`src/rtl/march_pkg.sv`:
```
// March C- BIST shared definitions: controller states, op encoding and the
// element table (direction, op count, op list) for the six March elements.
package march_pkg;

   typedef enum logic [2:0] {
      ST_IDLE  = 3'd0,
      ST_INIT  = 3'd1,
      ST_OP    = 3'd2,
      ST_CHECK = 3'd3,
      ST_DONE  = 3'd4
   } march_state_e;

   typedef enum logic [1:0] {
      OP_W0 = 2'd0,
      OP_W1 = 2'd1,
      OP_R0 = 2'd2,
      OP_R1 = 2'd3
   } march_op_e;

   typedef struct packed {
      logic      dir_up;
      logic [1:0] op_cnt;
      march_op_e op0;
      march_op_e op1;
   } march_elem_t;

   localparam int         NUM_ELEMS = 6;
   localparam logic [2:0] LAST_ELEM = 3'(NUM_ELEMS - 1);

   // E0 up(w0); E1 up(r0,w1); E2 up(r1,w0); E3 dn(r0,w1); E4 dn(r1,w0); E5 up(r0)
   function automatic march_elem_t elem_entry(input logic [2:0] idx);
      march_elem_t e;
      case (idx)
         3'd0:    e = '{dir_up: 1'b1, op_cnt: 2'd1, op0: OP_W0, op1: OP_W0};
         3'd1:    e = '{dir_up: 1'b1, op_cnt: 2'd2, op0: OP_R0, op1: OP_W1};
         3'd2:    e = '{dir_up: 1'b1, op_cnt: 2'd2, op0: OP_R1, op1: OP_W0};
         3'd3:    e = '{dir_up: 1'b0, op_cnt: 2'd2, op0: OP_R0, op1: OP_W1};
         3'd4:    e = '{dir_up: 1'b0, op_cnt: 2'd2, op0: OP_R1, op1: OP_W0};
         default: e = '{dir_up: 1'b1, op_cnt: 2'd1, op0: OP_R0, op1: OP_R0};
      endcase
      return e;
   endfunction

endpackage

```
`src/rtl/march_bist_controller_element_rom.sv`:
```
// Combinational March element lookup.
//  elem_idx  in   3  element index 0..5
//  op_idx    in   1  op index within the element
//  op        out  2  op code (W0/W1/R0/R1)
//  dir_up    out  1  element address direction, 1 = ascending
//  last_op   out  1  op_idx is the last op of the element
module march_element_rom
   import march_pkg::*;
(
   input  logic [2:0] elem_idx,
   input  logic       op_idx,
   output march_op_e  op,
   output logic       dir_up,
   output logic       last_op
);

   march_elem_t e;

   always_comb begin
      e       = elem_entry(elem_idx);
      dir_up  = e.dir_up;
      op      = op_idx ? e.op1 : e.op0;
      last_op = (e.op_cnt == 2'd1) || op_idx;
   end

endmodule

```
`src/rtl/march_bist_controller.sv`:
```
// March C- BIST controller: steps the external address generator through six
// March elements, issues memory read/write strobes, compares read data with the
// expected background and captures the first failure.
//  clk, reset_n            clock, async active-low reset
//  start, abort            test start pulse (IDLE only), synchronous abort
//  busy, done, fail        status; fail is sticky until the next accepted start
//  fail_addr/element/data  first-failure capture
//  ag_*                    address generator controls / current address
//  mem_*                   memory strobes and data
//
// state    | meaning
// IDLE     | waiting for start
// INIT     | load address generator (reset for up, preset for down)
// OP       | one write, or the read-request half of a read
// CHECK    | compare read data returned by the previous OP
// DONE     | one-cycle done pulse
module march_bist_controller
   import march_pkg::*;
#(
   parameter int A_WIDTH      = 4,
   parameter int D_WIDTH      = 8,
   parameter bit STOP_ON_FAIL = 1'b0
) (
   input  logic               clk,
   input  logic               reset_n,
   input  logic               start,
   input  logic               abort,
   output logic               busy,
   output logic               done,
   output logic               fail,
   output logic [A_WIDTH-1:0] fail_addr,
   output logic [2:0]         fail_element,
   output logic [D_WIDTH-1:0] fail_data,
   output logic               ag_reset,
   output logic               ag_preset,
   output logic               ag_en,
   output logic               ag_up_down,
   input  logic [A_WIDTH-1:0] ag_address,
   output logic               mem_we,
   output logic               mem_re,
   output logic [D_WIDTH-1:0] mem_wdata,
   input  logic [D_WIDTH-1:0] mem_rdata
);

   march_state_e       state_q, state_d;
   logic [2:0]         elem_q, elem_d;
   logic               op_q, op_d;
   logic               exp_q, exp_d;
   logic               fail_q, fail_d;
   logic [A_WIDTH-1:0] fail_addr_q, fail_addr_d;
   logic [2:0]         fail_elem_q, fail_elem_d;
   logic [D_WIDTH-1:0] fail_data_q, fail_data_d;

   march_op_e op;
   logic      dir_up, last_op, is_read, bg, terminal, mismatch, step;

   march_element_rom u_rom (
      .elem_idx (elem_q),
      .op_idx   (op_q),
      .op       (op),
      .dir_up   (dir_up),
      .last_op  (last_op)
   );

   assign is_read  = (op == OP_R0) || (op == OP_R1);
   assign bg       = (op == OP_W1) || (op == OP_R1);
   assign terminal = dir_up ? (&ag_address) : (ag_address == '0);
   assign mismatch = (mem_rdata != {D_WIDTH{exp_q}});

   always_ff @(posedge clk or negedge reset_n) begin
      if (!reset_n) begin
         state_q     <= ST_IDLE;
         elem_q      <= '0;
         op_q        <= 1'b0;
         exp_q       <= 1'b0;
         fail_q      <= 1'b0;
         fail_addr_q <= '0;
         fail_elem_q <= '0;
         fail_data_q <= '0;
      end else begin
         state_q     <= state_d;
         elem_q      <= elem_d;
         op_q        <= op_d;
         exp_q       <= exp_d;
         fail_q      <= fail_d;
         fail_addr_q <= fail_addr_d;
         fail_elem_q <= fail_elem_d;
         fail_data_q <= fail_data_d;
      end
   end

   always_comb begin
      state_d     = state_q;
      elem_d      = elem_q;
      op_d        = op_q;
      exp_d       = exp_q;
      fail_d      = fail_q;
      fail_addr_d = fail_addr_q;
      fail_elem_d = fail_elem_q;
      fail_data_d = fail_data_q;
      ag_reset    = 1'b0;
      ag_preset   = 1'b0;
      ag_en       = 1'b0;
      mem_we      = 1'b0;
      mem_re      = 1'b0;
      mem_wdata   = '0;
      step        = 1'b0;

      case (state_q)
         ST_IDLE: begin
            if (start && !abort) begin
               fail_d      = 1'b0;
               fail_addr_d = '0;
               fail_elem_d = '0;
               fail_data_d = '0;
               elem_d      = '0;
               op_d        = 1'b0;
               state_d     = ST_INIT;
            end
         end
         ST_INIT: begin
            if (abort) begin
               state_d = ST_IDLE;
            end else begin
               ag_reset  = dir_up;
               ag_preset = !dir_up;
               op_d      = 1'b0;
               state_d   = ST_OP;
            end
         end
         ST_OP: begin
            if (abort) begin
               state_d = ST_IDLE;
            end else if (is_read) begin
               mem_re  = 1'b1;
               exp_d   = bg;
               state_d = ST_CHECK;
            end else begin
               mem_we    = 1'b1;
               mem_wdata = {D_WIDTH{bg}};
               step      = 1'b1;
            end
         end
         ST_CHECK: begin
            if (abort) begin
               state_d = ST_IDLE;
            end else begin
               if (mismatch && !fail_q) begin
                  fail_d      = 1'b1;
                  fail_addr_d = ag_address;
                  fail_elem_d = elem_q;
                  fail_data_d = mem_rdata;
               end
               if (mismatch && STOP_ON_FAIL) state_d = ST_DONE;
               else                          step    = 1'b1;
            end
         end
         ST_DONE: state_d = ST_IDLE;
         default: state_d = ST_IDLE;
      endcase

      // Finish the current op: next op at this address, next address, or
      // (at the terminal address) the next element / end of test.
      if (step) begin
         if (last_op) begin
            op_d = 1'b0;
            if (terminal) begin
               if (elem_q == LAST_ELEM) begin
                  state_d = ST_DONE;
               end else begin
                  elem_d  = elem_q + 3'd1;
                  state_d = ST_INIT;
               end
            end else begin
               ag_en   = 1'b1;
               state_d = ST_OP;
            end
         end else begin
            op_d    = 1'b1;
            state_d = ST_OP;
         end
      end
   end

   assign busy         = (state_q == ST_INIT) || (state_q == ST_OP) || (state_q == ST_CHECK);
   assign done         = (state_q == ST_DONE);
   assign ag_up_down   = busy && dir_up;
   assign fail         = fail_q;
   assign fail_addr    = fail_addr_q;
   assign fail_element = fail_elem_q;
   assign fail_data    = fail_data_q;

endmodule

```
`config.mk`:
```
export PLATFORM = sky130hd
export DESIGN_NAME = march_bist_controller
export DESIGN_NICKNAME = d
export VERILOG_FILES = /design/src/rtl/march_pkg.sv /design/src/rtl/march_bist_controller_element_rom.sv /design/src/rtl/march_bist_controller.sv
export SDC_FILE = /design/constraint.sdc
export NUM_CORES = 1
export LEC_CHECK = 0
export ABC_AREA = 0
export CAP_MARGIN = 20
export CORE_ASPECT_RATIO = 0.9
export CORE_MARGIN = 3
export CORE_UTILIZATION = 30
export CTS_BUF_LIST = sky130_fd_sc_hd__clkbuf_4 sky130_fd_sc_hd__clkbuf_8
export CTS_CLUSTER_DIAMETER = 50
export DETAILED_ROUTE_END_ITERATION = 6
export HOLD_SLACK_MARGIN = 0.15
export PLACE_DENSITY = 0.65
export SYNTH_ARGS = -nofsm -noshare
export SYNTH_HDL_FRONTEND = slang
export SYNTH_SLANG_ARGS = --single-unit
export TNS_END_PERCENT = 20
```
`constraint.sdc`:
```
create_clock -name clk -period 4.4 [get_ports clk]
set_input_delay 1.1 -clock clk [delete_from_list [all_inputs] [get_ports clk]]
set_output_delay 1.1 -clock clk [all_outputs]
set_load 0.01 [all_outputs]
```
==> results of run 1 <==
metal layers:
metal	global-route usage, %	wire length [µm]	vias up
li1	-	-	581
met1	18.5	1600	583
met2	21.7	1760	44
met3	4.25	233	6
met4	3.56	43	0
met5	0	0	-
power groups by stage:
| stage | clock network [mW] | registers (mW) | logic (mW) |
|---|---|---|---|
| finish | 0.150 | 0.235 | 0.0832 |
| global route | 0.164 | 0.236 | 0.0925 |
| CTS | 0.154 | 0.235 | 0.0808 |
| detailed placement | 0 | 0.239 | 0.0802 |
| global placement | 0 | 0.239 | 0.0783 |
| floorplan | 0 | 0.236 | 0.0424 |
final cells by class:
| cell class | count | area, µm² |
|---|---|---|
| fillers | 401 | 2320 |
| multi-input cells | 92 | 681 |
| flip-flops and latches | 24 | 601 |
| repair buffers | 49 | 505 |
| well taps | 60 | 75.1 |
| clock buffers | 4 | 55.1 |
| inverters | 7 | 26.3 |
state kept, by name, summed over array words and instances, names as in the netlist:
| name | count |
|---|---|
| fail | 1 |
| fail_element | 3 |
| fail_data | 8 |
| elem_q | 3 |
| fail_addr | 4 |
| state_q | 3 |
| exp_q | 1 |
| op_q | 1 |
cell usage after synthesis (2+ instances only):
| cell type | n | area (µm²) |
|---|---|---|
| nor3_1 | 5 | 25.0 |
| nand2_1 | 10 | 37.5 |
| dfrtp_1 | 24 | 601 |
| mux2i_1 | 4 | 40.0 |
| nand4_1 | 2 | 12.5 |
| a31oi_1 | 2 | 12.5 |
| nor2_1 | 8 | 30.0 |
| o21ai_0 | 2 | 10.0 |
| buf_4 | 7 | 52.6 |
| nor4b_1 | 2 | 17.5 |
| a22o_1 | 16 | 140 |
| and2_1 | 2 | 12.5 |
| nand3_1 | 3 | 15.0 |
| inv_1 | 7 | 26.3 |
| a21oi_1 | 5 | 25.0 |
| ha_1 | 5 | 62.6 |
| nor4_1 | 3 | 18.8 |
| buf_2 | 4 | 20.0 |
worst max-delay path, stage by stage (launching register included):
cell             delay, ns
dfrtp_1               0.43
inv_1                 0.08
ha_1                  0.25
or4_4                 0.59
a21bo_4               0.26
o31a_4                0.13
nor4_1                0.32
buf_4                 0.21
clkdlybuf4s50_1       0.54
worst max path at each step:
stage,to,depth (start not counted)
after CTS,mem_wdata[2],8
after global routing,mem_wdata[2],8
final,mem_wdata[2],8
after floorplan,mem_wdata[1],7
after global placement,mem_wdata[0],6
after detailed placement,mem_wdata[2],6
cells by family (layout without fill, tap and decap cells):
group | after synthesis | count (layout)
AO/OA/AOI/OAI | 37 | 37
adder cells (fa/ha/maj) | 5 | 5
buffers and inverters | 19 | 60
flip-flops | 24 | 24
multiplexers | 5 | 5
AND/OR/NAND/NOR | 45 | 45
per-stage QoR:
step / setup WS (ns) / hold WS, ns / instance area, µm² / std cells / utilization (%)
finish: 0.227 / 0.513 / 1940 / 236 / 45.5
CTS: 0.223 / 0.517 / 1920 / 235 / 44.9
global route: 0.136 / 0.536 / 1940 / 236 / 45.5
global placement: 0.360 / 0.488 / 1860 / 231 / 43.6
floorplan: 0.517 / 0.511 / 1380 / 135 / -
detailed placement: 0.349 / 0.492 / 1860 / 231 / 43.6
==> results by group, run 1 <==
Status
  • Status: finished, final reports clean

Synth
  • Synthesized area per cell: approximately 10 µm²
  • Synth Area in Compound Gates: roughly 22%
  • Sequential element share of the synthesized area: about 43%
  • Syn Nets: roughly 160
  • Xor and xnor area share after synthesis: 0%
  • Predominant post-synthesis flop cell: dfrtp_1
  • Post-synth EDFFs: 0
  • Count of different cell masters after synthesis: 42
  • Yosys Warn Count: 0
  • Largest family of logic cells by synthesized area: compound AO/OA/AOI/OAI gates
  • Synth async-reset ratio: 100%
  • Adder-Cell Fraction of Synth Area: roughly 4.5%
  • Post-synthesis cell area: between 0.001 and 0.0015 mm²
  • Post-Synth Simple-Gate Area: 18.6%
  • Mux share of post-synthesis cell area: between 3 and 4%
  • Seq cells post-synth: 24
  • Gate Count Post-Synth: 135

Floorplanning
  • Die X: between 70 and 80 µm
  • Core area: 0.00427 mm²
  • Die Y: 70.4 µm
  • Core Rows: 22
  • Initial Utilization: between 30% and 40%
  • I/O pin cnt: 48
  • Die ar.: ~0.0055 mm²

Clock network
  • Post CTS Setup Buffer Count: 0
  • Clock-pin slew on the worst setup and hold paths: 0.08 ns
  • Worst-Skew Late Latency: 0.27 ns
  • Max clock buf depth: 2
  • H-tree depth: 1
  • CTS-repair resized insts: 0
  • Hold-fix buffers, CTS: 0
  • Clk sinks: 24
  • CTS tree: done
  • Num CTS Buffers: 3
  • Clock root buffer: clkbuf_8

Global route
  • GRT Total Usage: about 14%
  • Antenna violations before repair: 0
  • Vias in the first global route: 1,232
  • First-pass GRT wire length: just over 6000 µm
  • Remaining Overflow, GRT: 0
  • Pin count of the biggest net entering global routing: 25

Timing
  • Unrepaired setup endpoints after global routing: no
  • Max Slew Vio Count: 0
  • Min Clock Period, post-route: 4.17 ns
  • Pin slew with the least headroom to its limit: around 1.0 ns
  • Max_slew headroom: 32.5%
  • Setup violations, final: 0
  • Final period util: a little over nine tenths
  • Fmax: between 200 and 250 MHz
  • Setup TNS: 0 ns
  • Final Hold Vio Count: 0
  • Clock Skews: 0.00294 ns

Layout
  • Commonest non-fill, non-tap cell in the layout: clkdlybuf4s50_1
  • Most frequent cells in the layout: clkdlybuf4s50_1 (47), dfrtp_1 (24), a22o_1 (16)
  • Layout cells sized above 1: 10.2%
  • Layout area overhead: 40.4%
  • Layout Nets: between 150 and 200
  • # diodes: 0

Setup path
  • Req. time, crit path: 3.30 ns
  • Critical Path Start Type: flop
  • Critical Path Sink Type: output port
  • Setup slack, reg-to-reg: around 2.1 ns
  • Kind of critical path: reg2out
  • CP Data Arrival Time: about 3.1 ns
  • Critical path origin: elem_q[1]
  • Worst-path maximum fanout: 8
  • Reg2reg end: elem_q[2]
  • Reg2reg path depth: 6
  • Worst reg2reg startpoint: elem_q[0]

Pwr
  • Clk pwr share: roughly a third
  • Leak: about 0.81 nW
  • Worst VDD drop: between 0.0001 and 0.00015 V
  • Overall power: approximately 0.47 mW
  • Int Power: around 0.35 mW
  • Power Dens Cells: ~240 mW/mm²
  • Net Sw Frac: between 20% and 30%
  • Comb pwr share: 17.8%
  • Net Sw Power: between 0.1 and 0.15 mW
  • Sequential Power Share: between 50% and 60%

Detailed routing
  • ANT nets after route: 0
  • Vias per inst: 5.14
  • # DRC: 0
  • Final WL: about 3600 µm
  • Iter 0 DRT Violations: roughly 100
  • Routed vias: 1,214
  • Drt pass-1 iters: 4
  • WL/cell: 15.4 µm

Worst hold path
  • Worst Hold Path Cells: 1
  • Tightest Hold Check Type: reg2reg
  • Worst Min Path Start: fail_data[6]
  • Min-Delay Endpoint: fail_data[6]

Placement
  • Post-DP HPWL: between 2000 and 3000 µm
  • Placer Congestion: about 0.87
  • # port buffers: 47

Flow run
  • Max-cap violations: 0
Note: power is estimated with default switching activity, not from simulation.
==> inputs of run 2 (changes only) <==
- CELL_PAD_IN_SITES_DETAIL_PLACEMENT: not set -> 1
- CELL_PAD_IN_SITES_GLOBAL_PLACEMENT: not set -> 1
- CORE_MARGIN: 3 -> 2
- PLACE_DENSITY: 0.65 -> 0.8
- SKIP_LAST_GASP: not set -> 1
==> results by group, run 2 (same netlist as run 1, synthesis figures left out) <==
Floorplanning
  • Die X: 75.6 µm (-2.6%)
  • I/O pin cnt: 48 (unchanged)
  • Core Rows: 23 (+4.5%)
  • Initial Utilization: 31.2% (-1.2 points)
  • Core area: 0.00443 mm² (+3.9%)
  • Die Y: 68.4 µm (-2.8%)
  • Die ar.: 0.00517 mm² (-5.3%)

Pwr
  • Leak: 0.800 nW (-0.65%)
  • Net Sw Frac: 26.3% (+0.62 points)
  • Clk pwr share: 32.2% (+0.2 points)
  • Int Power: 0.346 mW (-0.37%)
  • Net Sw Power: 0.124 mW (+2.9%)
  • Overall power: 0.470 mW (+0.47%)
  • Power Dens Cells: 243 mW/mm² (+0.99%)
  • Comb pwr share: 17.6% (-0.2 points)
  • Sequential Power Share: 50.2% (about the same)
  • Worst VDD drop: 0.000139 V (-5.0%)

Layout
  • Commonest non-fill, non-tap cell in the layout: clkdlybuf4s50_1
  • Max reg flops: 8 (unchanged)
  • Fillers: 518 (+29%)
  • # diodes: 0 (unchanged)
  • Layout cells sized above 1: 10.2% (unchanged)
  • Multi-input gate area: 681 µm² (unchanged)
  • Layout area overhead: 39.7%
  • Most frequent cells in the layout: clkdlybuf4s50_1 (47), dfrtp_1 (24), a22o_1 (16)
  • FF/Latch Area: 601 µm² (unchanged)
  • Layout Nets: 198 (unchanged)

Setup path
  • Reg2reg path depth: 6 (unchanged)
  • Critical Path Start Type: flop
  • Reg2reg end: state_q[0]
  • Req. time, crit path: 3.30 ns (about the same)
  • Setup slack, reg-to-reg: 2.19 ns (+0.06 ns)
  • Kind of critical path: reg2out
  • Worst reg2reg startpoint: elem_q[0]
  • Critical Path Sink Type: output port
  • CP Data Arrival Time: 3.02 ns (-0.05 ns)
  • Worst-path maximum fanout: 8 (unchanged)

Timing
  • Final period util: 93.6% (-1.2 points)
  • Setup violations, final: 0 (unchanged)
  • Max_slew headroom: 36.8% (+4.3 points)
  • Final Hold Vio Count: 0 (unchanged)
  • Max Slew Vio Count: 0 (unchanged)
  • Fmax: 243 MHz (+1.3%)
  • Min Clock Period, post-route: 4.12 ns (-0.0545 ns)
  • Unrepaired setup endpoints after global routing: no
  • Pin slew with the least headroom to its limit: 0.943 ns (-0.0644 ns)
  • Setup TNS: 0 ns (unchanged)
  • Clock Skews: 0.00747 ns (+0.00452 ns)

Placement
  • # port buffers: 47 (unchanged)
  • Post-DP HPWL: 3050 µm (+9.2%)
  • Placer Congestion: 0.825 (-5.3%)

Clock network
  • Worst-Skew Late Latency: 0.27 ns (about the same)
  • CTS tree: done
  • Num CTS Buffers: 3 (unchanged)
  • H-tree depth: 1 (unchanged)
  • Max clock buf depth: 2 (unchanged)
  • Post CTS Setup Buffer Count: 0 (unchanged)
  • Clk sinks: 24 (unchanged)
  • Clock root buffer: clkbuf_8
  • Clock-pin slew on the worst setup and hold paths: 0.09 ns (about the same)
  • CTS-repair resized insts: 0 (unchanged)
  • Hold-fix buffers, CTS: 0 (unchanged)

Global route
  • Remaining Overflow, GRT: 0 (unchanged)
  • GRT Total Usage: 16.7% (+2.8 points)
  • Vias in the first global route: 1,232 (unchanged)
  • Pin count of the biggest net entering global routing: 25 (unchanged)
  • First-pass GRT wire length: 6420 µm (+5.8%)
  • Antenna violations before repair: 0 (unchanged)

Detailed routing
  • ANT nets after route: 0 (unchanged)
  • Drt pass-1 iters: 4 (unchanged)
  • Final WL: 3950 µm (+8.7%)
  • # DRC: 0 (unchanged)
  • Iter 0 DRT Violations: 64 (-37%)
  • WL/cell: 16.6 µm (+7.8%)
  • Routed vias: 1,222 (+0.66%)
  • Vias per inst: 5.13 (-0.19%)

Worst hold path
  • Worst Hold Path Cells: 1 (unchanged)
  • Min-Delay Endpoint: fail_element[1]
  • Tightest Hold Check Type: reg2reg
  • Worst Min Path Start: fail_element[1]

Flow run
  • Max-cap violations: 0 (unchanged)

Status
  • Status: finished, final reports clean
==> run 2: changes by cell type in the layout (fill, tap and decap cells not counted) <==
cell | before | now
buf_16 | 1 | 0
buf_8 | 0 | 1
==> run 2: how the worst max path moves through the flow <==
stage,start,cells after the start,slack [ns],to
2_1_floorplan,elem_q[1],7,0.52,mem_wdata[1]
3_3_place_gp,abort,6,0.41,mem_wdata[0]
3_5_place_dp,abort,6,0.37,mem_wdata[5]
4_1_cts,elem_q[0],7,0.26,mem_wdata[1]
5_1_grt,elem_q[1],8,0.05,mem_wdata[3]
6_report,elem_q[0],7,0.28,mem_wdata[1]
==> run 2: per-stage QoR <==
step	hold WS [ns]	cells	util, %	instance area (µm²)	setup slack (ns)
final	0.512	238	43.6	1930	0.281
after global routing	0.535	238	43.6	1930	0.0528
after CTS	0.514	237	43.3	1920	0.256
after detailed placement	0.490	233	42.0	1860	0.368
after global placement	0.490	233	42.0	1860	0.410
after floorplan	0.511	135	-	1380	0.517
==> run 2: area by class of cell <==
cell class | instances | share of cell area [%]
multi-input cells | 92 | 35.2
clock buffers | 4 | 2.85
repair buffers | 49 | 25.5
inverters | 7 | 1.36
well taps | 62 | 4.01
flip-flops and latches | 24 | 31.1
==> run 2: critical path: stages (launching register included) <==
cell and delay, ns:
dfrtp_1 0.46, ha_1 0.30, or4_4 0.59, a21bo_4 0.26
o31a_4 0.12, nor4_1 0.27, buf_4 0.20, clkdlybuf4s50_1 0.55
==> run 2: per-layer routing <==
layer / wire [µm] / track usage (%) / up-vias
met5: 0 / 0 / -
met4: 34 / 3.95 / 0
met3: 104 / 2.21 / 2
met2: 2130 / 30.4 / 18
met1: 1680 / 20.8 / 624
li1: - / - / 578
==> run 2: power by group through the flow <==
stage,sequential (mW),combinational [mW],clock [mW]
global placement,0.240,0.0783,0
floorplan,0.236,0.0424,0
finish,0.236,0.0827,0.151
CTS,0.236,0.0820,0.157
detailed placement,0.240,0.0818,0
global route,0.237,0.0913,0.167
==> inputs of run 3 (changes only) <==
- CORE_ASPECT_RATIO: 0.9 -> not set
- TNS_END_PERCENT: 20 -> not set
==> results by group, run 3 (same netlist as run 1, synthesis figures left out) <==
Setup path
  • CP Data Arrival Time: 3.05 ns (+0.03 ns)
  • Kind of critical path: reg2out
  • Slowest CP cell: or4_4
  • Crit path largest cell delay: 0.60 ns (about the same)
  • CP top delay family: simple AND/OR/NAND/NOR gates
  • Reg2reg path depth: 7 (+1)
  • Reg2reg end: elem_q[2]
  • Cell Chain, Critical Path: inv_1 > ha_1 > or4_4 > a21bo_4 > o31a_4 > nor4_1 > buf_4 > clkdlybuf4s50_1
  • Setup slack, reg-to-reg: 2.10 ns (-0.09 ns)
  • Worst-path maximum fanout: 8 (unchanged)
  • Req. time, crit path: 3.30 ns (about the same)
  • Critical Path Sink Type: output port
  • Worst reg2reg startpoint: elem_q[1]
  • WP buf/inv: 3 (+1)
  • Critical Path Start Type: flop

Clock network
  • Num CTS Buffers: 3 (unchanged)
  • Clock-pin slew on the worst setup and hold paths: 0.09 ns (about the same)
  • H-tree depth: 1 (unchanged)
  • Clk sinks: 24 (unchanged)
  • CTS tree: done
  • CTS-repair resized insts: 0 (unchanged)
  • Clock root buffer: clkbuf_8
  • Post CTS Setup Buffer Count: 0 (unchanged)
  • Worst-Skew Late Latency: 0.27 ns (about the same)
  • Max clock buf depth: 2 (unchanged)
  • Hold-fix buffers, CTS: 0 (unchanged)

Layout
  • # diodes: 0 (unchanged)
  • Layout Nets: 198 (unchanged)
  • Layout cells sized above 1: 10.2% (unchanged)
  • Most frequent cells in the layout: clkdlybuf4s50_1 (47), dfrtp_1 (24), a22o_1 (16)
  • Layout area overhead: 40.9%
  • Fin util: 44.5% (+0.84 points)
  • Max reg flops: 8 (unchanged)
  • Fin cells: 228 (-4.2%)
  • Commonest non-fill, non-tap cell in the layout: clkdlybuf4s50_1

Pwr
  • Comb pwr share: 16.6% (-1.0 points)
  • Int Power: 0.389 mW (+12%)
  • Clk pwr share: 37.9% (+5.7 points)
  • Leak: 0.813 nW (+1.5%)
  • Sequential Power Share: 45.5% (-4.7 points)
  • Net Sw Frac: 25.0% (-1.3 points)
  • Power Dens Cells: 266 mW/mm² (+9.5%)
  • Overall power: 0.519 mW (+10%)
  • Net Sw Power: 0.130 mW (+5.0%)
  • Worst VDD drop: 0.000173 V (+24%)

Detailed routing
  • Vias per inst: 5.45 (+6.2%)
  • WL/cell: 18.9 µm (+14%)
  • # DRC: 0 (unchanged)
  • Routed vias: 1,243 (+1.7%)
  • Final WL: 4300 µm (+8.9%)
  • ANT nets after route: 0 (unchanged)
  • Drt pass-1 iters: 4 (unchanged)
  • Iter 0 DRT Violations: 51 (-20%)

Timing
  • Clock Skews: 0.00277 ns (-0.00470 ns)
  • Setup violations, final: 0 (unchanged)
  • Unrepaired setup endpoints after global routing: no
  • Final Hold Vio Count: 0 (unchanged)
  • Fmax: 241 MHz (-0.78%)
  • Setup TNS: 0 ns (unchanged)
  • Min Clock Period, post-route: 4.15 ns (+0.0325 ns)
  • Final period util: 94.3% (+0.74 points)
  • Max Slew Vio Count: 0 (unchanged)
  • Pin slew with the least headroom to its limit: 0.987 ns (+0.0436 ns)
  • Max_slew headroom: 33.9% (-2.9 points)

Floorplanning
  • Core area: 0.00438 mm² (-1.1%)
  • Die Y: 71.9 µm (+5.1%)
  • Die X: 71.9 µm (-4.9%)
  • Die ar.: 0.00517 mm² (about the same)
  • Initial Utilization: 31.6% (+0.34 points)
  • I/O pin cnt: 48 (unchanged)
  • Core Rows: 24 (+4.3%)

Global route
  • Pin count of the biggest net entering global routing: 25 (unchanged)
  • Antenna violations before repair: 0 (unchanged)
  • GRT Total Usage: 16.7% (+0.028 points)
  • First-pass GRT wire length: 6840 µm (+6.4%)
  • Remaining Overflow, GRT: 0 (unchanged)
  • Vias in the first global route: 1,391 (+13%)

Placement
  • Placer Congestion: 0.918 (+11%)
  • Placed instance count: 223 (-4.3%)
  • # port buffers: 47 (unchanged)
  • Post-DP HPWL: 3290 µm (+7.8%)

Worst hold path
  • Min-Delay Endpoint: fail_addr[1]
  • Worst Min Path Start: fail_addr[1]
  • Worst Hold Path Cells: 1 (unchanged)
  • Tightest Hold Check Type: reg2reg

Status
  • Status: finished, final reports clean

Flow run
  • Max-cap violations: 0 (unchanged)
-- run 3: changes by cell type in the layout (fill, tap and decap cells not counted) --
cell	change
buf_8	-1
clkbuf_8	-1
bufinv_16	+1
buf_16	+1
-- run 3: worst register-to-register path, cell delays in order, from the launching register on --
cell     delay [ns]
dfrtp_1        0.43
inv_1          0.09
ha_1           0.27
nor4b_1        0.37
mux2i_1        0.26
mux2_2         0.41
and3b_2        0.25
o22ai_1        0.14
-- run 3: metrics by stage --
| stage | hold WS (ns) | instance area, µm² | worst slack (ns) |
|---|---|---|---|
| finish | 0.516 | 1950 | 0.249 |
| global route | 0.534 | 1950 | 0.0806 |
| CTS | 0.521 | 1920 | 0.245 |
| detailed placement | 0.499 | 1850 | 0.323 |
| global placement | 0.487 | 1850 | 0.430 |
| floorplan | 0.511 | 1380 | 0.517 |
-- run 3: area by class of cell --
class,instances,area (µm²)
clock buffer,3,41.3
inverter,7,26.3
timing repair buffer,49,505
sequential,24,601
tap,52,65.1
multi-input combinational,92,681
fill,502,2430
clock inverter,1,30.0
-- run 3: worst max-delay path by stage --
| stage | startpoint | endpoint | slack, ns | cells past startpoint |
|---|---|---|---|---|
| finish | elem_q[1] | mem_wdata[3] | 0.25 | 8 |
| global route | elem_q[1] | mem_wdata[3] | 0.08 | 8 |
| CTS | elem_q[1] | mem_wdata[3] | 0.24 | 8 |
| detailed placement | abort | ag_en | 0.32 | 6 |
| global placement | abort | ag_en | 0.43 | 6 |
| floorplan | elem_q[1] | mem_wdata[1] | 0.52 | 7 |
-- run 3: metal layers --
metal  vias up  track usage, %  part of all wire (%)
li1        579               -                     -
met4         0            4.40                  0.86
met1       638            19.9                    41
met3         4            1.94                   2.0
met2        22            31.7                    56
met5         -               0                     0
-- run 3: power by group through the flow --
stage	registers, mW	logic [mW]	clock network [mW]
6_report	0.236	0.0860	0.197
5_1_grt	0.237	0.0929	0.209
4_1_cts	0.236	0.0832	0.200
3_5_place_dp	0.241	0.0825	0
3_3_place_gp	0.240	0.0780	0
2_1_floorplan	0.236	0.0424	0
